<file path="config.mk">
export PLATFORM = sky130hd
export DESIGN_NAME = pipelined_prefix_adder
export DESIGN_NICKNAME = d
export VERILOG_FILES = /design/src/rtl/prefixadd_pkg.sv /design/src/rtl/prefix_level.sv /design/src/rtl/pipelined_prefix_adder.sv
export SDC_FILE = /design/constraint.sdc
export NUM_CORES = 1
export LEC_CHECK = 0
export BUFFER_PORTS_ARGS = -buffer_cell sky130_fd_sc_hd__buf_2
export CAP_MARGIN = 20
export CORE_ASPECT_RATIO = 0.7
export CORE_MARGIN = 2
export CORE_UTILIZATION = 30
export DETAILED_ROUTE_END_ITERATION = 10
export GPL_TIMING_DRIVEN = 0
export PLACE_DENSITY = 0.42
export SETUP_SLACK_MARGIN = 0.2
export SYNTH_ARGS = -nofsm -noshare
export SYNTH_HDL_FRONTEND = slang
export SYNTH_SLANG_ARGS = --single-unit
</file>
<file path="constraint.sdc">
create_clock -name clk -period 37.9 [get_ports clk]
set_input_delay 1.895 -clock clk [delete_from_list [all_inputs] [get_ports clk]]
set_output_delay 1.895 -clock clk [all_outputs]
set_load 0.01 [all_outputs]
</file>
<file path="src/rtl/prefixadd_pkg.sv">
// Shared types and elaboration-time helpers for the pipelined prefix adder.
package prefixadd_pkg;

    localparam int DEF_WIDTH = 32;
    localparam int DEF_LPS   = 1;

    // Generate/propagate pair for one bit (or one bit-group after combining).
    typedef struct packed {
        logic g;
        logic p;
    } gp_t;

    // Ceiling log2, valid for v >= 1.
    function automatic int clog2(input int v);
        int r;
        r = 0;
        for (int i = 0; i < 32; i++) begin
            if ((1 << r) < v) r = r + 1;
        end
        return r;
    endfunction

    // Number of prefix stages after the input register.
    function automatic int num_stages(input int width, input int lps);
        int l;
        l = clog2(width);
        return (l + lps - 1) / lps;
    endfunction

endpackage

</file>
<file path="src/rtl/prefix_level.sv">
// One Sklansky combining level: every bit whose LEVEL-th index bit is set
// absorbs the group ending just below its 2^LEVEL-aligned block.
module prefix_level
    import prefixadd_pkg::*;
#(
    parameter int WIDTH = DEF_WIDTH,
    parameter int LEVEL = 0
) (
    input  gp_t [WIDTH-1:0] i_gp,
    output gp_t [WIDTH-1:0] o_gp
);

    localparam int SPAN = 1 << LEVEL;

    for (genvar i = 0; i < WIDTH; i++) begin : g_bit
        if (((i / SPAN) % 2) == 1) begin : g_comb
            localparam int J = (i / SPAN) * SPAN - 1;
            assign o_gp[i].g = i_gp[i].g | (i_gp[i].p & i_gp[J].g);
            assign o_gp[i].p = i_gp[i].p & i_gp[J].p;
        end else begin : g_pass
            assign o_gp[i] = i_gp[i];
        end
    end

endmodule

</file>
<file path="src/rtl/pipelined_prefix_adder.sv">
// Pipelined Sklansky add/subtract with carry-in, carry-out and signed
// overflow. Global-stall valid/ready pipeline: every register holds while
// the output is valid and not accepted.
module pipelined_prefix_adder
    import prefixadd_pkg::*;
#(
    parameter int WIDTH            = DEF_WIDTH,
    parameter int LEVELS_PER_STAGE = DEF_LPS
) (
    input  logic             clk,
    input  logic             reset_n,
    input  logic             in_valid,
    output logic             in_ready,
    input  logic [WIDTH-1:0] a,
    input  logic [WIDTH-1:0] b,
    input  logic             cin,
    input  logic             sub,
    output logic             out_valid,
    input  logic             out_ready,
    output logic [WIDTH-1:0] sum,
    output logic             cout,
    output logic             ovf
);

    localparam int L = clog2(WIDTH);

    logic             w_advance;
    logic             r_vld_p0;
    logic [WIDTH-1:0] r_a_p0;
    logic [WIDTH-1:0] r_b_p0;
    logic             r_c0_p0;
    gp_t  [WIDTH-1:0] w_gp_p0;

    logic [WIDTH-1:0] w_gfin;
    logic [WIDTH-1:0] w_unused_pfin;
    logic [WIDTH-1:0] w_carry;

    logic             r_out_vld;
    logic [WIDTH-1:0] r_sum;
    logic             r_cout;
    logic             r_ovf;

    assign w_advance = !r_out_vld || out_ready;
    assign in_ready  = w_advance;
    assign out_valid = r_out_vld;
    assign sum       = r_sum;
    assign cout      = r_cout;
    assign ovf       = r_ovf;

    // ---- Stage 0: operand capture (subtract folds into ~b and carry-in 1)
    // Input valid: loads on every advance, cleared by reset.
    always_ff @(posedge clk or negedge reset_n) begin
        if (!reset_n) r_vld_p0 <= 1'b0;
        else if (w_advance) r_vld_p0 <= in_valid;
    end

    // Input operands: effective B and carry-in already resolved for sub.
    always_ff @(posedge clk) begin
        if (w_advance) begin
            r_a_p0  <= a;
            r_b_p0  <= sub ? ~b : b;
            r_c0_p0 <= sub | cin;
        end
    end

    // Bitwise G/P; bit 0 absorbs the carry-in so the tree yields G(i:-1).
    always_comb begin
        for (int i = 0; i < WIDTH; i++) begin
            w_gp_p0[i].g = r_a_p0[i] & r_b_p0[i];
            w_gp_p0[i].p = r_a_p0[i] ^ r_b_p0[i];
        end
        w_gp_p0[0].g = (r_a_p0[0] & r_b_p0[0]) | ((r_a_p0[0] ^ r_b_p0[0]) & r_c0_p0);
        w_gp_p0[0].p = 1'b0;
    end

    // ---- Stages 1..S: prefix levels, registered every LEVELS_PER_STAGE
    for (genvar l = 0; l < L; l++) begin : g_lvl
        gp_t  [WIDTH-1:0] w_gp_in;
        gp_t  [WIDTH-1:0] w_gp_lvl;
        gp_t  [WIDTH-1:0] w_gp_nxt;
        logic [WIDTH-1:0] w_pc_in;
        logic [WIDTH-1:0] w_pc_nxt;
        logic             w_c0_in;
        logic             w_c0_nxt;
        logic             w_vld_in;
        logic             w_vld_nxt;

        if (l == 0) begin : g_src
            assign w_gp_in  = w_gp_p0;
            assign w_pc_in  = r_a_p0 ^ r_b_p0;
            assign w_c0_in  = r_c0_p0;
            assign w_vld_in = r_vld_p0;
        end else begin : g_src
            assign w_gp_in  = g_lvl[l-1].w_gp_nxt;
            assign w_pc_in  = g_lvl[l-1].w_pc_nxt;
            assign w_c0_in  = g_lvl[l-1].w_c0_nxt;
            assign w_vld_in = g_lvl[l-1].w_vld_nxt;
        end

        prefix_level #(
            .WIDTH (WIDTH),
            .LEVEL (l)
        ) u_level (
            .i_gp (w_gp_in),
            .o_gp (w_gp_lvl)
        );

        // The last stage's register is the output register below.
        if ((((l + 1) % LEVELS_PER_STAGE) == 0) && ((l + 1) < L)) begin : g_stage
            gp_t  [WIDTH-1:0] r_gp;
            logic [WIDTH-1:0] r_pc;
            logic             r_c0;
            logic             r_vld;

            // Stage valid: shifts on advance, cleared by reset.
            always_ff @(posedge clk or negedge reset_n) begin
                if (!reset_n) r_vld <= 1'b0;
                else if (w_advance) r_vld <= w_vld_in;
            end

            // Stage data: partial prefix state plus the untouched P copy.
            always_ff @(posedge clk) begin
                if (w_advance) begin
                    r_gp <= w_gp_lvl;
                    r_pc <= w_pc_in;
                    r_c0 <= w_c0_in;
                end
            end

            assign w_gp_nxt  = r_gp;
            assign w_pc_nxt  = r_pc;
            assign w_c0_nxt  = r_c0;
            assign w_vld_nxt = r_vld;
        end else begin : g_stage
            assign w_gp_nxt  = w_gp_lvl;
            assign w_pc_nxt  = w_pc_in;
            assign w_c0_nxt  = w_c0_in;
            assign w_vld_nxt = w_vld_in;
        end
    end

    // ---- Final: carries from group generates, result onto outputs
    // Split the finished tree into group generates; group propagates are spent.
    always_comb begin
        for (int i = 0; i < WIDTH; i++) begin
            w_gfin[i]        = g_lvl[L-1].w_gp_nxt[i].g;
            w_unused_pfin[i] = g_lvl[L-1].w_gp_nxt[i].p;
        end
    end

    assign w_carry = {w_gfin[WIDTH-2:0], g_lvl[L-1].w_c0_nxt};

    // Output register: result loads only with a valid op; all clear on reset.
    always_ff @(posedge clk or negedge reset_n) begin
        if (!reset_n) begin
            r_out_vld <= 1'b0;
            r_sum     <= '0;
            r_cout    <= 1'b0;
            r_ovf     <= 1'b0;
        end else if (w_advance) begin
            r_out_vld <= g_lvl[L-1].w_vld_nxt;
            if (g_lvl[L-1].w_vld_nxt) begin
                r_sum  <= g_lvl[L-1].w_pc_nxt ^ w_carry;
                r_cout <= w_gfin[WIDTH-1];
                r_ovf  <= w_gfin[WIDTH-1] ^ w_gfin[WIDTH-2];
            end
        end
    end

endmodule
</file>
### Word-level counts from Yosys, hierarchy flattened

Index checks and enable logic that the tools add are counted.

| word-level totals | value |
|---|---|
| output and inout bits | 36 |
| register bits | 463 |
| word-level logic and storage cells | 530 |

| cells by class | value |
|---|---|
| bitwise logic cells | 280 |
| muxes and demuxes | 1 |
| reduce and logical (&&, ||, !) cells | 3 |

Operator list:

| kind | number |
|---|---|
| $and A1 B1 Y1 | 162 |
| $or A1 B1 Y1 | 82 |
| $xor A32 B32 Y32 | 2 |
| $xor A1 B1 Y1 | 33 |
| $mux W32 | 1 |
| $not A32 Y32 | 1 |
| $reduce_and A2 Y1 | 1 |
| $logic_not A1 Y1 | 1 |
| $logic_or A1 B1 Y1 | 1 |

### Logic depth before layout (Yosys ltp)

| depth | value |
|---|---|
| depth after elaboration | 5 |
| gate-level depth with buffers | 7 |
| mapped depth without buffers | 4 |

### Hierarchy

From an unflattened synthesis, not the netlist that was laid out.

| second synthesis, totals | value |
|---|---|
| cells, all modules | 1010 |
| area total of the unflattened synthesis | 18500.2 um^2 |

By module, submodules not included:

| module | cells an instance | times used | area an instance (um^2) | seq. area each (um^2) |
|---|---|---|---|---|
| pipelined_prefix_adder | 685 | 1 | 16118.0 | 14604.0 |
| prefix_level (g_lvl[1].u_level ...) | 64 | 2 | 460.4 | 0.0 |
| prefix_level (g_lvl[4].u_level) | 67 | 1 | 498.0 | 0.0 |
| prefix_level (g_lvl[3].u_level) | 66 | 1 | 483.0 | 0.0 |
| prefix_level (g_lvl[0].u_level) | 64 | 1 | 480.5 | 0.0 |

### Least setup slack after synthesis

Ideal clock, no wire load.

| timing | value |
|---|---|
| path kind | input-to-output |
| start point | in out_ready |
| end point | out in_ready |
| stages on the path | 3 |
| data arrival time | 13.107 ns |
| setup slack | 22.898 ns |
| required time | 36.005 ns |
| cell sequence | nand2b_4 -> buf_6 -> clkbuf_1 |

| between the ends | value |
|---|---|
| longest elaborated chain between the ends | 1 |

Ends and longest elaborated chain:

| item | line | source |
|---|---|---|
| from (decl) | pipelined_prefix_adder.sv:19 | `input logic out_ready,` |
| $logic_or A1 B1 Y1 | pipelined_prefix_adder.sv:43 | `assign w_advance = !r_out_vld \|\| out_ready;` |
| to (decl) | pipelined_prefix_adder.sv:13 | `output logic in_ready,` |

No other way between the ends.

### Worst setup path in the final report

Same ends and word-level chain as after synthesis.

==> results.txt <==
----------------------------------------------------
[Critical path]
  Maximum cell stage delay along the critical path ... approximately 0.65 ns
  Required time at the worst-slack endpoint ... 36.00 ns
  Critical path buffer and inverter count ... 6
  CP arrival ... 3.82 ns
  Reg2Reg Setup Slack ... 35.50 ns
  Crit Path Class ... input pin to primary output
  Kind of cell adding the most delay to the critical path ... buffers and inverters
  Number of logic stages on the critical path including buffering ... 7
  Cell with the largest stage delay on the worst path ... sky130_fd_sc_hd__clkbuf_4
  Highest fanout seen on the critical path ... 64
  Worst reg2reg startpoint ... out_valid
  Capturing element type of the critical path ... primary output
  Endpoint of the worst register-to-register path ... r_a_p0[9]
  Ordered cell list for the critical path ... buf_2 -> nand2b_4 -> buf_6 -> clkbuf_4 -> buf_16 -> buf_16 -> buf_2
  Number of cells on the worst reg-to-reg path ... 5
  Startpoint types ... input pin

[Power]
  Cell-internal power ... around 1200 uW
  IR Drop Worst-Case VDD ... 0.0000317 V
  Part of the power in the clock network ... 28.5%
  Fraction of power consumed by sequential logic ... 54.8%
  P_sw ... between 300 and 400 uW
  Power density relative to cell area ... approximately 84 mW/mm^2
  Leakage ... between 0.007 and 0.008 uW
  Total Power ... 1550 uW
  Comb pwr share ... between 15 and 20%
  Switching share of power ... 24.9%

[Timing]
  Final Cycle Share ... 15.1%
  Final hold violation count ... 0
  Highest clock frequency the design can meet ... 175 MHz
  Final-report setup violation count ... 0
  Unrepaired setup endpoints after global routing ... no
  Relative slew slack ... between 40% and 50%
  Total Negative Setup Slacks ... 0 ns
  Final slew viol count ... 0
  Least-Margin Pin Slew ... 0.786 ns
  Clock period minus worst slack ... 5.72 ns
  Clock Skew ... 0.0148 ns

[Global route]
  Global-route usage over all layers ... 9.47%
  Pin count of the biggest net entering global routing ... between 60 and 70
  Antenna violations before repair ... 0
  Vias in the first global route ... ~6600
  Grt total ovfl ... 0
  Wire length of the first global-routing pass ... between 30000 and 40000 um

[CTS]
  Num CTS Buffers ... 45
  Maximum buffer depth of the clock tree ... 3
  Clock-pin slew on the worst setup and hold paths ... 0.06 ns
  TritonCTS Sinks ... around 440
  Clock latency of the later-clocked register in the worst-skew pair ... 0.56 ns
  CTS Hold Buffers Added ... 0
  Clock tree root buffer cell ... sky130_fd_sc_hd__clkbuf_16
  CTS tree ... built
  # H-tree levels ... 2
  Post-CTS Resized ... 0
  Buffers inserted by post-CTS timing repair ... 0

[Outcome]
  Status ... completed

[Synth]
  Count of flip-flops with a built-in enable after synthesis ... 397
  Synthesized netlist cell count ... 743
  Sequential element share of the synthesized area ... 84.0%
  Netlist area before placement ... 0.0154 mm^2
  Async S/R FF share, synth ... 9.15%
  Post-Synthesis Mean Instance Area ... 20.7 um^2
  Top FF cell, synth ... sky130_fd_sc_hd__edfxtp_1
  Synthesized net count ... 846
  Number of synthesis warnings ... 0
  Number of library cell types mapped by synthesis ... 20
  Number of synthesized register bits ... 437

[Hold path]
  Number of cells traversed by the worst hold path ... 0
  Worst hold path class ... flop to flop
  Startpoint of the most critical hold path ... g_lvl[1].g_stage.r_gp[36]
  Worst Hold Path EP ... g_lvl[2].g_stage.r_gp[36]

[Cells and area]
  Share of cells above drive strength 1 ... a little under a quarter
  Cell area after layout ... 0.0184 mm^2
  Syn-to-layout area delta ... 19.7%
  Count of nets after finishing ... 1004
  Final std cells w/o fill ... around 1600

[Detailed routing]
  # DRC ... 0
  Total number of vias ... 6428
  Final WL ... about 24000 um
  Detailed Routing Iterations Pass 1 ... 4
  Number of vias per cell ... 4.00
  Average detailed-routed wire length per instance ... 15.1 um
  Iter 0 DRT Violations ... 355
  Antenna viol nets, final ... 0

[Floorplanning]
  Top-level I/O count ... 106
  Initial cell density of the core ... 30.4%
  DIE AREA ... 0.0531 mm^2
  Width of the die ... 275 um
  Row count ... 69
  Chip Height ... 193 um
  Standard cell core area ... between 0.05 and 0.06 mm^2

[Placed design]
  Number of instances in the placed design ... 1528
  Dpl hpwl ... 15100 um
  Post-DP Area ... 0.0169 mm^2
  Total of buffers placed on input and output ports ... 104
  Routability congestion estimate from global placement ... 0.665

[Run]
  Maximum Capacitance Violations ... 0

----------------------------------------------------
-- stage by stage --
step	setup slack, ns	util (%)	hold slack, ns
floorplan	22.90	-	0.400
global placement	16.22	33.0	0.401
detailed placement	32.15	33.4	0.405
CTS	32.15	36.3	0.402
global route	32.04	36.3	0.419
finish	32.18	36.3	0.405
-- routing by layer --
metal | routed length [um] | vias to the layer above | track usage, %
met4 | 586 | 0 | 3.82
li1 | - | 3168 | -
met1 | 12300 | 3116 | 14.0
met2 | 10100 | 101 | 12.8
met5 | 0 | - | 0
met3 | 1410 | 43 | 2.97
-- cell type report --
type | instances | area [um^2]
tap | 674 | 843
multi-input combinational | 289 | 2350
buffer | 17 | 111
sequential | 437 | 12900
clock buffer | 57 | 1250
antenna | 1 | 2.50
timing repair buffer | 111 | 698
clock inverter | 22 | 228
fill | 4707 | 32300
-- flip-flops by register name, summed over array words and instances, names as in the netlist --
| register | cells |
|---|---|
| g_lvl.g_stage.r_c0 | 4 |
| sum | 32 |
| g_lvl.g_stage.r_vld | 4 |
| cout | 1 |
| g_lvl.w_c0_in | 1 |
| g_lvl.g_stage.r_pc | 128 |
| out_valid | 1 |
| g_lvl.g_stage.r_gp | 200 |
| r_b_p0 | 32 |
| g_lvl.w_vld_in | 1 |
| r_a_p0 | 32 |
| ovf | 1 |
-- power groups by stage --
stage	Sequential (uW)	Clock (uW)	Combinational, uW
6_report	849	443	259
3_5_place_dp	863	0	267
4_1_cts	854	461	269
2_1_floorplan	896	0	167
5_1_grt	873	481	293
3_3_place_gp	935	0	255
-- cells by family after synthesis --
group / Yosys count / share of synthesized area (%)
adders and majority gates: 33 / 2.68
and+or+nand+nor: 55 / 2.27
buffers and inverters: 17 / 0.699
AOI/OAI and AO/OA: 116 / 4.86
DFF: 437 / 84.0
muxes: 22 / 1.90
xor gates and xnor gates: 63 / 3.59
-- worst max-delay path by stage --
stage | end | start | slack [ns]
final | in_ready | out_ready | 32.18
after global routing | in_ready | out_ready | 32.04
after CTS | in_ready | out_ready | 32.15
after detailed placement | in_ready | out_ready | 32.15
after global placement | in_ready | out_ready | 16.22
after floorplan | in_ready | out_ready | 22.90
-- Yosys cell counts, drive strengths merged, types with 2 or more instances --
| library cell | number | area (um^2) |
|---|---|---|
| a21o | 65 | 488 |
| nand2b | 2 | 20.0 |
| nor2 | 2 | 7.51 |
| edfxtp | 397 | 11900 |
| buf | 10 | 81.3 |
| a21oi | 49 | 245 |
| xnor2 | 31 | 272 |
| xor2 | 32 | 280 |
| mux2 | 22 | 293 |
| dfrtp | 40 | 1000 |
| and2 | 50 | 315 |
| clkbuf | 7 | 26.3 |
| ha | 33 | 413 |
-- placed cells by master, fill, tap and decap left out, types with 2 or more instances in the layout --
cell type,n
sky130_fd_sc_hd__clkbuf_1,12
sky130_fd_sc_hd__mux2_2,10
sky130_fd_sc_hd__dfrtp_1,40
sky130_fd_sc_hd__bufinv_16,5
sky130_fd_sc_hd__edfxtp_1,397
sky130_fd_sc_hd__clkinv_2,7
sky130_fd_sc_hd__buf_6,5
sky130_fd_sc_hd__xor2_1,32
sky130_fd_sc_hd__mux2_4,12
sky130_fd_sc_hd__xnor2_1,31
sky130_fd_sc_hd__and2_1,49
sky130_fd_sc_hd__nor2_1,2
sky130_fd_sc_hd__clkinv_1,9
sky130_fd_sc_hd__buf_12,2
sky130_fd_sc_hd__buf_2,109
sky130_fd_sc_hd__buf_16,5
sky130_fd_sc_hd__ha_1,33
sky130_fd_sc_hd__clkbuf_16,47
sky130_fd_sc_hd__clkbuf_8,4
sky130_fd_sc_hd__a21o_1,65
sky130_fd_sc_hd__a21oi_1,49
No activity file was read; power rests on OpenSTA's default activity.
